$ cat src/rtl/uart_rx_fifo.sv
// Receive byte queue behind uart_rx: first-word fall-through, never stalls upstream.
// Optional macro UART_RX_FIFO_ERR_EN keeps frame errors per byte (adds out_frame_err).
//
// Ports:
//   clk, rst              clock, synchronous active-high reset
//   in_data/in_valid      byte strobe from the receiver
//   in_frame_err          stop-bit error for in_data
//   out_data/out_valid    head of queue (out_data = 0 when empty)
//   out_ready             consumer pops the head this cycle
//   count                 occupancy, 0..DEPTH
//   overflow              sticky drop flag, cleared by clr_overflow
//   drop_cnt              saturating count of dropped bytes
//   out_frame_err         (UART_RX_FIFO_ERR_EN only) error bit of head entry

module uart_rx_fifo #(
  parameter int DEPTH = 16
) (
  input  logic                   clk,
  input  logic                   rst,
  input  logic [7:0]             in_data,
  input  logic                   in_valid,
  input  logic                   in_frame_err,
  output logic [7:0]             out_data,
  output logic                   out_valid,
  input  logic                   out_ready,
  output logic [$clog2(DEPTH):0] count,
  output logic                   overflow,
  input  logic                   clr_overflow,
  output logic [7:0]             drop_cnt
`ifdef UART_RX_FIFO_ERR_EN
  ,
  output logic                   out_frame_err
`endif
);

  localparam int AW = $clog2(DEPTH);
  localparam int CW = AW + 1;
  localparam logic [CW-1:0] FULL_CNT = CW'(DEPTH);

`ifdef UART_RX_FIFO_ERR_EN
  localparam int EW = 9;
`else
  localparam int EW = 8;
`endif

  logic [EW-1:0] mem [DEPTH];
  logic [AW-1:0] rd_ptr;
  logic [AW-1:0] wr_ptr;
  logic [EW-1:0] head;
  logic [EW-1:0] entry;
  logic          accept;
  logic          full;
  logic          pop;
  logic          wr_en;
  logic          drop;

`ifdef UART_RX_FIFO_ERR_EN
  assign accept = in_valid;
  assign entry  = {in_frame_err, in_data};
`else
  // Errored bytes vanish without touching overflow state.
  assign accept = in_valid & ~in_frame_err;
  assign entry  = in_data;
`endif

  assign full      = (count == FULL_CNT);
  assign out_valid = (count != '0);
  assign pop       = out_valid & out_ready;
  // When full, a same-cycle pop frees the slot at wr_ptr == rd_ptr.
  assign wr_en     = accept & (~full | pop);
  assign drop      = accept & full & ~pop;

  assign head     = mem[rd_ptr];
  assign out_data = out_valid ? head[7:0] : 8'h00;

`ifdef UART_RX_FIFO_ERR_EN
  assign out_frame_err = out_valid ? head[8] : 1'b0;
`endif

  always_ff @(posedge clk) begin
    if (wr_en) begin
      mem[wr_ptr] <= entry;
    end
  end

  always_ff @(posedge clk) begin
    if (rst) begin
      rd_ptr <= '0;
      wr_ptr <= '0;
      count  <= '0;
    end else begin
      if (wr_en) begin
        wr_ptr <= wr_ptr + AW'(1);
      end
      if (pop) begin
        rd_ptr <= rd_ptr + AW'(1);
      end
      unique case ({wr_en, pop})
        2'b10:   count <= count + CW'(1);
        2'b01:   count <= count - CW'(1);
        default: count <= count;
      endcase
    end
  end

  always_ff @(posedge clk) begin
    if (rst) begin
      overflow <= 1'b0;
      drop_cnt <= '0;
    end else begin
      if (drop) begin
        overflow <= 1'b1;
      end else if (clr_overflow) begin
        overflow <= 1'b0;
      end
      if (drop && drop_cnt != 8'hFF) begin
        drop_cnt <= drop_cnt + 8'd1;
      end
    end
  end

endmodule

$ cat config.mk
export PLATFORM = sky130hd
export DESIGN_NAME = uart_rx_fifo
export DESIGN_NICKNAME = d
export VERILOG_FILES = /design/src/rtl/uart_rx_fifo.sv
export SDC_FILE = /design/constraint.sdc
export NUM_CORES = 1
export LEC_CHECK = 0
export ABC_AREA = 0
export CAP_MARGIN = 20
export CELL_PAD_IN_SITES_DETAIL_PLACEMENT = 0
export CELL_PAD_IN_SITES_GLOBAL_PLACEMENT = 1
export CORE_UTILIZATION = 50
export DETAILED_ROUTE_END_ITERATION = 8
export PLACE_DENSITY_LB_ADDON = 0.1
export SETUP_SLACK_MARGIN = 0.5
export SLEW_MARGIN = 20
export SYNTH_ARGS = -nofsm -noshare
export SYNTH_HDL_FRONTEND = slang
export SYNTH_SLANG_ARGS = --single-unit
$ cat constraint.sdc
create_clock -name clk -period 3.1 [get_ports clk]
set_clock_uncertainty 0.05 [all_clocks]
set_input_delay 0.465 -clock clk [delete_from_list [all_inputs] [get_ports clk]]
set_output_delay 0.465 -clock clk [all_outputs]
set_load 0.005 [all_outputs]
==> impl_summary.log <==
INFO  metric run_status = finished clean
INFO  metric postSynthCellCount = about 370
INFO  metric fin_tns_setup = 0 ps
INFO  metric synthesis.yosys.warnings = 0
INFO  metric synthDominantAreaCellType = sky130_fd_sc_hd__edfxtp_1
INFO  metric totalWireLength = 12500 um
INFO  metric synth_flop_cell = sky130_fd_sc_hd__edfxtp_1
INFO  metric timing.rr.end = count[4]
INFO  metric timing_worst_slew_pin_value = 769 ps
INFO  metric relSlewSlack = 0.486
INFO  metric grt_setup_unrepaired = yes
INFO  metric drv_slew = 0
INFO  metric dieHeight = 114 um
INFO  metric drc_errors = 0
INFO  metric io_buffer_count = 36
INFO  metric floorplan.initialDensity = 0.520
INFO  metric critical_path_class = reg2out
INFO  metric placement_rows = 40
INFO  metric power_density_over_cell_area = 802 nW/um^2
INFO  metric antenna-diode-count = 0
INFO  metric cellLeakagePower = 2.57 nW
INFO  metric hold_path_end = overflow
INFO  metric crit-reg2reg-launch = count[0]
INFO  metric dieWidth = ~110 um
INFO  metric hp-class = reg2reg
INFO  metric num-nets-final = 471
INFO  metric synth.top_cells.by_area = sky130_fd_sc_hd__edfxtp_1, sky130_fd_sc_hd__mux4_2, sky130_fd_sc_hd__dfxtp_1, sky130_fd_sc_hd__mux2i_1, sky130_fd_sc_hd__nor2_1
INFO  metric setup_violations = 0
INFO  metric netlist_area = 6320 um^2
INFO  metric mostFrequentLayoutCell = sky130_fd_sc_hd__edfxtp_1
INFO  metric grt_antenna_before_repair = 0
INFO  metric cts.sinks = between 150 and 200
INFO  metric final.fill_count = 875
INFO  metric timing.max_cap.violations = 0
INFO  metric pin_count_of_the_biggest_net_entering_global_routing = 33
INFO  metric max-vdd-ir-drop = about 0.62 mV
INFO  metric min_delay_path_depth = 2
INFO  metric worst_skew_pair.late_latency = 420 ps
INFO  metric worst_slack = roughly 480 ps
INFO  metric final_hold_vio_count = 0
INFO  metric count_of_antenna_violating_nets_left_after_detailed_routing = 0
INFO  metric routed_via_density = 5.53
INFO  metric drive_above_1_share = 0.284
INFO  metric tritoncts = built
INFO  metric number_of_synthesized_register_bits = between 150 and 200
INFO  metric number_of_global_route_vias_before_repair = 3547
INFO  metric clkSlewWorstSetupHoldPaths = 60 ps
INFO  metric multi_input_area = 1910 um^2
INFO  metric cts_hold_repair.buffers = 0
INFO  metric power = 6.31 mW
INFO  metric cp_max_fo = 6
INFO  metric dp_hpwl = 7660 um
INFO  metric syn2layout_area_growth = 24.5%
INFO  metric grt_first_pass_wirelength = 19700 um
INFO  metric avgRoutedWirePerCell = 19.9 um
INFO  metric yosysTopAreaCellShare = 0.608
INFO  metric finish.utilization = 0.647
INFO  metric mapped_avg_cell_area = 17.0 um^2
INFO  metric synth-seq-area-share = 0.690
INFO  metric number_of_enable_type_register_cells_in_the_synthesized_netlist = 128
INFO  metric cts_buffers = 17
INFO  metric async_flop_share = 0
INFO  metric cp-end-kind = primary output
INFO  metric timing.critical_path.arrival = 2110 ps
INFO  metric dp_worst_setup_slack = approximately 350 ps
INFO  metric ctsLongestPathBuffers = 2
INFO  metric drt_pass1_iterations = 4
INFO  metric critical_path_start_type = flop
INFO  metric track_usage = 0.214
INFO  metric max_freq = about 380 MHz
INFO  metric crit_required = 2580 ps
INFO  metric floorplan.die_area = 13100 um^2
INFO  metric most-common-layout-cells = sky130_fd_sc_hd__edfxtp_1, sky130_fd_sc_hd__mux4_2, sky130_fd_sc_hd__buf_4
INFO  metric drt-initial-drc-count = 200
INFO  metric syn-num-nets = 393
INFO  metric cts_htree_levels = 4
INFO  metric gr-total-overflow = 0
INFO  metric number_of_distinct_library_cells_after_synthesis = 47
INFO  metric gpl.final_weighted_congestion = a little under 0.8
INFO  metric num_io_pins = 37
INFO  metric coreArea = 12200 um^2
INFO  metric seq_area = 4370 um^2
INFO  metric hold_sp = overflow
INFO  metric final_period_util = 0.846
INFO  metric ctsRootBufferMaster = sky130_fd_sc_hd__clkbuf_16
INFO  metric route.vias.total = 3483
INFO  metric period_minus_slack = 2620 ps
INFO  metric r2r_cells = 8
INFO  metric worst_setup_slack_for_register_to_register_paths = 590 ps
==> per-layer routing <==
metal,part of all wire,global-route usage,vias up
li1,-,-,1632
met1,0.44,0.272,1754
met2,0.50,0.352,82
met3,0.039,0.0540,15
met4,0.020,0.0883,0
met5,0,0,-
==> per-stage QoR <==
stage / hold slack (ps) / instances / area [um^2]
floorplan: 413 / 371 / 6320
global placement: 410 / 580 / 7010
detailed placement: 414 / 580 / 7010
CTS: 424 / 630 / 7850
global route: 477 / 630 / 7870
finish: 421 / 630 / 7870
==> worst max-delay path: stages (launching register included) <==
cell and delay (ps):
sky130_fd_sc_hd__dfxtp_4 430, sky130_fd_sc_hd__buf_12 130, sky130_fd_sc_hd__buf_12 90, sky130_fd_sc_hd__buf_16 110, sky130_fd_sc_hd__mux4_2 480, sky130_fd_sc_hd__mux2i_1 190
sky130_fd_sc_hd__o22ai_2 100, sky130_fd_sc_hd__buf_2 140
==> power by group <==
| part | internal (mW) | switching [mW] |
|---|---|---|
| sequential | 2.31 | 0.0996 |
| clock | 1.26 | 0.781 |
| combinational | 1.07 | 0.801 |
| total | 4.63 | 1.68 |
==> worst max path at each step <==
stage	from	to	slack, ps	cells after the start
finish	flop	out_data[1]	480	7
global route	flop	out_data[1]	410	7
CTS	flop	out_data[1]	450	7
detailed placement	out_ready	mem[2][4]	350	6
global placement	out_ready	count[4]	390	8
floorplan	count[1]	count[4]	580	10
==> what timing repair did <==
item / CTS / global route
pin swaps: 10 / 2
gates resized for setup: 49 / 3
endpoints found under the setup margin: 9 / 8
cloned: 3 / 0
setup buffers: 15 / 0
==> cells in the mapped netlist, types with 4 or more instances <==
cell type	number
sky130_fd_sc_hd__and4_1	4
sky130_fd_sc_hd__nor3_1	10
sky130_fd_sc_hd__ha_1	8
sky130_fd_sc_hd__nor2_1	27
sky130_fd_sc_hd__dfxtp_1	26
sky130_fd_sc_hd__xor2_1	4
sky130_fd_sc_hd__a21oi_1	9
sky130_fd_sc_hd__nand2b_1	7
sky130_fd_sc_hd__nand2_1	9
sky130_fd_sc_hd__mux4_2	32
sky130_fd_sc_hd__o22ai_1	8
sky130_fd_sc_hd__mux2i_1	18
sky130_fd_sc_hd__mux2_1	4
sky130_fd_sc_hd__nand3_1	10
sky130_fd_sc_hd__edfxtp_1	128
sky130_fd_sc_hd__clkbuf_1	14
sky130_fd_sc_hd__nor2b_1	6
==> final cells by class <==
cell class	count	area share
Timing Repair Buffer	79	0.0997
Clock inverter	13	0.0192
Inverter	4	0.00191
Tap cell	168	0.0267
Clock buffer	19	0.0550
Sequential cell	154	0.555
Multi-Input combinational cell	193	0.242
==> flip-flops by register name (all words and copies together) (netlist names), named ones only <==
| signal | count |
|---|---|
| overflow | 1 |
| wr_ptr | 4 |
| mem | 128 |
| drop_cnt | 8 |
| count | 5 |
| rd_ptr | 4 |
==> cell families after synthesis <==
family,synth area share
adder cells (fa/ha/maj),0.0158
flip-flops,0.690
XOR/XNOR,0.00970
buffers and inverters,0.0172
AO/OA/AOI/OAI,0.0408
multiplexers,0.151
AND/OR/NAND/NOR,0.0748
Power figures use the tool's default switching activity.
==> edit 1, RTL diff (config.mk and constraints unchanged) <==
One comparison of `count` changes from == to >=.
--- a/src/rtl/uart_rx_fifo.sv
+++ b/src/rtl/uart_rx_fifo.sv
@@ -64,5 +64,5 @@
 `endif
 
-  assign full      = (count == FULL_CNT);
+  assign full      = (count >= FULL_CNT);
   assign out_valid = (count != '0);
   assign pop       = out_valid & out_ready;
Formal check against the unedited RTL: no difference found for any inputs over 10 cycles, from zero or initial values and one cycle with rst high; that may be too few to reach the edited logic, so the function may still have changed.
==> edit 1 against the unedited design <==
Register-to-register slack got worse by 0.19 ns; sequential share of layout area down 0.084 points; first-iteration DRC count fell by 22%; setup slack got worse by 0.081 ns; clock power is 2% lower; critical path depth up 1; routed wire length shrank 2.1%; cell area increased by 0.38%; critical endpoint is now out_data[6]; total power is 1.2% lower; area after synthesis fell by 0.42%; sequential cell count is the same; highest routed layer unchanged; hold slack gained 0.0056 ns.
==> edit 1: results <==
synth:
  async_reset_ff_frac: 0
  synth_cell_types: 45
  yosys-top-cells-area: "edfxtp_1, mux4_2, dfxtp_1, mux2i_1, nor2_1"
  yosysSeqAreaShare: 0.693
  synth_nets: 383
  syn_inst: 360
  ys.flop_type: "edfxtp_1"
  synth_common_cells: "edfxtp_1, nor2_1, mux4_2"
grt:
  grt_start_max_net_pins: 23
  antenna_found_initial: 0
  grt_use_met2: 0.364
  grt_pass1_wl_um: 19000
  use_met3: 0.0466
  grtUsageMet1: 0.246
  grt_usage: 0.208
  grt_pass1_vias: 3511
pwr:
  p_leak_nw: 2.63
  ir_drop_uv: 589
setup_path:
  rrSetupSlack_ns: 0.40
  reg2reg_depth: 12
  crit_path_max_fanout: 3
  rr_endpoint: "count[4]"
  r2r-start: "count[1]"
  arrival_ns: 2.19
place:
  placed_cell_area_um2: 7010
  place_inst: 571
  portBuffers: 36
  hpwl_um: 7420
  place_congestion: 0.805
detailed_routing:
  drt-total-wl_um: 12300
  wire_per_inst_um: 19.7
  drt_iter0_drc: 156
  vias_per_cell: 5.36
final_layout:
  final_layout_size_suffix_gt1_frac: 0.330
  fin_nets: 464
min_path:
  min_path_type: "reg2reg"
  holdPathEnd: "overflow"
  min_delay_path_depth: 2
  hold_start: "overflow"
sta:
  relSlewSlack: 0.627
  holdWs_ns: 0.427
status:
  status: "finished clean"
cts:
  clkTransAtPathRegs_ns: 0.06
==> edit 1: cell families after synthesis <==
| kind of cell | share of synthesized area |
|---|---|
| AO/OA/AOI/OAI | 0.0258 |
| XOR/XNOR | 0.0258 |
| adder cells (fa/ha/maj) | 0.0179 |
| buffers and inverters | 0.0203 |
| flip-flops | 0.693 |
| AND/OR/NAND/NOR | 0.0706 |
| multiplexers | 0.146 |
==> edit 1: how the worst max path moves through the flow <==
stage	from	cells after the start	slack, ns	end
after floorplan	count[2]	14	0.21	count[4]
after global placement	in_valid	12	0.15	count[4]
after detailed placement	in_valid	12	0.08	count[4]
after CTS	count[1]	12	0.30	count[4]
after global routing	count[1]	11	0.30	count[4]
final	count[1]	8	0.40	out_data[6]
==> edit 1: power by group <==
part           internal, mW  switching [mW]
clock network          1.25           0.754
logic                  1.06           0.788
registers              2.31          0.0752
total                  4.62            1.62
==> edit 1: final cells by class <==
type	count	area, um2
well taps	168	210
clock buffers	21	440
flip-flops and latches	154	4380
clock inverters	11	128
multi-input cells	182	1970
fillers	906	4260
inverters	5	18.8
repair buffers	81	757
==> edit 1: stage by stage <==
stage	power [mW]	worst slack [ns]
2_1_floorplan	3.31	0.209
3_3_place_gp	3.77	0.148
3_5_place_dp	3.78	0.0763
4_1_cts	6.17	0.302
5_1_grt	6.48	0.302
6_report	6.24	0.396
==> edit 1: timing repair <==
action	CTS	global route
resized for setup	62	11
cloned	2	0
endpoints found under the setup margin	11	12
pin swaps	9	3
setup buffers	14	3
==> edit 1: routing by layer <==
layer | vias up | share of wire | wire (um)
met1 | 1681 | 0.41 | 5080
met5 | - | 0 | 0
met4 | 0 | 0.020 | 248
met2 | 72 | 0.53 | 6460
li1 | 1566 | - | -
met3 | 17 | 0.038 | 472
==> edit 1: critical path, cell delays in order (launching register included) <==
cell and delay (ns):
dfxtp_4 0.34, or2_4 0.25, or4_4 0.45, buf_4 0.16
buf_8 0.13, nand2b_4 0.09, buf_4 0.13, o22ai_2 0.08
buf_2 0.14
==> edit 2, RTL diff (config.mk and constraints unchanged) <==
Without the edit above. Add a define of `UART_RX_FIFO_ERR_EN`.
--- a/src/rtl/uart_rx_fifo.sv
+++ b/src/rtl/uart_rx_fifo.sv
@@ -12,4 +12,6 @@
 //   drop_cnt              saturating count of dropped bytes
 //   out_frame_err         (UART_RX_FIFO_ERR_EN only) error bit of head entry
+
+`define UART_RX_FIFO_ERR_EN
 
 module uart_rx_fifo #(
Check against the original RTL (old outputs only; new: out_frame_err): not equivalent (Yosys sat finds a counterexample within 4 cycles, from zero or initial values and one cycle with rst high).
==> edit 2 against the unedited design <==
Cell area is 8.4% higher; total power up 7.0%; sequential cell count up 16; count of clock-buffer cells in the layout unchanged; area after synthesis is 8.5% higher; synthesized cell count up 4.9%; die area rose by 8.3%; highest routed layer unchanged; setup slack got worse by 0.0091 ns; routed wire length increased by 14%.
==> edit 2: results <==
status:
  status: "finished clean"
synth:
  synthXorXnorAreaFrac: 0.00766
  synth_common_cells: "edfxtp_1, mux4_2, dfxtp_1"
  synthAdderAreaFrac: 0.0146
  synth_compound_gate_area_share: 0.0478
  yosysSeqAreaShare: 0.707
  synth_most_common_cell: "edfxtp_1"
  synthMuxAreaShare: 0.151
  synth_nets: 411
  synth_edf_count: 144
  yosys-top-cells-area: "edfxtp_1, mux4_2, dfxtp_1, mux2i_1, ha_1"
grt:
  grt_usage: 0.218
  grt_start_max_net_pins: 37
  grt_pass1_vias: 3845
setup_path:
  crit_path_max_fanout: 7
  crit_path_max_incr_delay_ns: 0.50
cts:
  clkTransAtPathRegs_ns: 0.06
place:
  portBuffers: 37
  hpwl_um: 8860
  pre_cts_ws_ns: 0.194
  place_congestion: 0.844
detailed_routing:
  drt_iter0_drc: 209
  drt-total-wl_um: 14300
  ant_nets: 0
  vias_per_cell: 5.77
final_layout:
  fin_nets: 500
  largestRegisters: "mem x144, drop_cnt x8, count x5"
  final_layout_size_suffix_gt1_frac: 0.303
pwr:
  ir_drop_uv: 393
  p_leak_nw: 2.81
  p_int_mw: 4.97
sta:
  worst_pin_slew_ns: 0.547
==> edit 2: cell types whose count changed in the layout (fill, tap and decap cells not counted), moves of 4 or more <==
cell	change
or4_1	+4
mux4_2	+4
edfxtp_1	+16
mux2_1	-4
nand3_1	-4
buf_4	+5
==> edit 2: power groups by stage <==
stage                     Sequential, mW  Clock (mW)  Combinational, mW
after floorplan                     2.68           0               1.04
after global routing                2.73        2.16               2.14
final                               2.71        2.04               2.00
after global placement              2.75           0               1.57
after detailed placement            2.75           0               1.58
after CTS                           2.71        2.07               1.97
==> edit 2: cells by family after synthesis <==
logic type,Yosys count
AOI/OAI and AO/OA,48
adders and majority gates,8
xor gates and xnor gates,6
and+or+nand+nor,74
muxes,58
buffers and inverters,25
DFF,170
==> edit 2: final timing paths <==
| check | start | depth (start not counted) | to | slack, ns |
|---|---|---|---|---|
| worst min register to register | overflow | 2 | overflow | 0.42 |
| worst max-delay path | flip-flop | 6 | out_data[7] | 0.47 |
| worst max register to register | count[0] | 9 | count[4] | 0.62 |
| worst min-delay path | overflow | 2 | overflow | 0.42 |
==> edit 2: repair_timing <==
item                                    CTS  global route
setup buffers                            14             2
hold endpoints to repair                  0             0
gates cloned                              2             0
gates resized for setup                  62             5
endpoints found under the setup margin   11             9
pin swaps                                10             2
==> edit 2: area by class of cell <==
type	count	area, um2
clock buffers	19	433
clock inverters	11	130
fillers	961	4760
inverters	6	22.5
multi-input cells	194	2000
flip-flops and latches	170	4850
well taps	176	220
repair buffers	89	878
==> edit 2: stage by stage <==
stage | cell area, um2 | instances | power, mW | utilization | hold slack [ns]
final | 8530 | 665 | 6.76 | 0.642 | 0.422
after global routing | 8530 | 665 | 7.03 | 0.642 | 0.439
after CTS | 8490 | 663 | 6.76 | 0.639 | 0.428
after detailed placement | 7650 | 617 | 4.33 | 0.575 | 0.422
after global placement | 7650 | 617 | 4.32 | 0.575 | 0.410
after floorplan | 6860 | 389 | 3.71 | - | 0.416
==> edit 2: metal layers <==
| layer | vias up | track usage | wire (um) |
|---|---|---|---|
| met4 | 0 | 0.0957 | 295 |
| met3 | 23 | 0.0431 | 483 |
| met2 | 86 | 0.347 | 7010 |
| met1 | 1974 | 0.294 | 6480 |
| li1 | 1752 | - | - |
| met5 | - | 0 | 0 |
==> edit 2: worst max-delay path: cells and delay by family, from the launching register on <==
kind                   cells  cell delay, ns
DFF                        1            0.45
AOI/OAI and AO/OA          1            0.13
muxes                      2            0.70
buffers and inverters      3            0.40
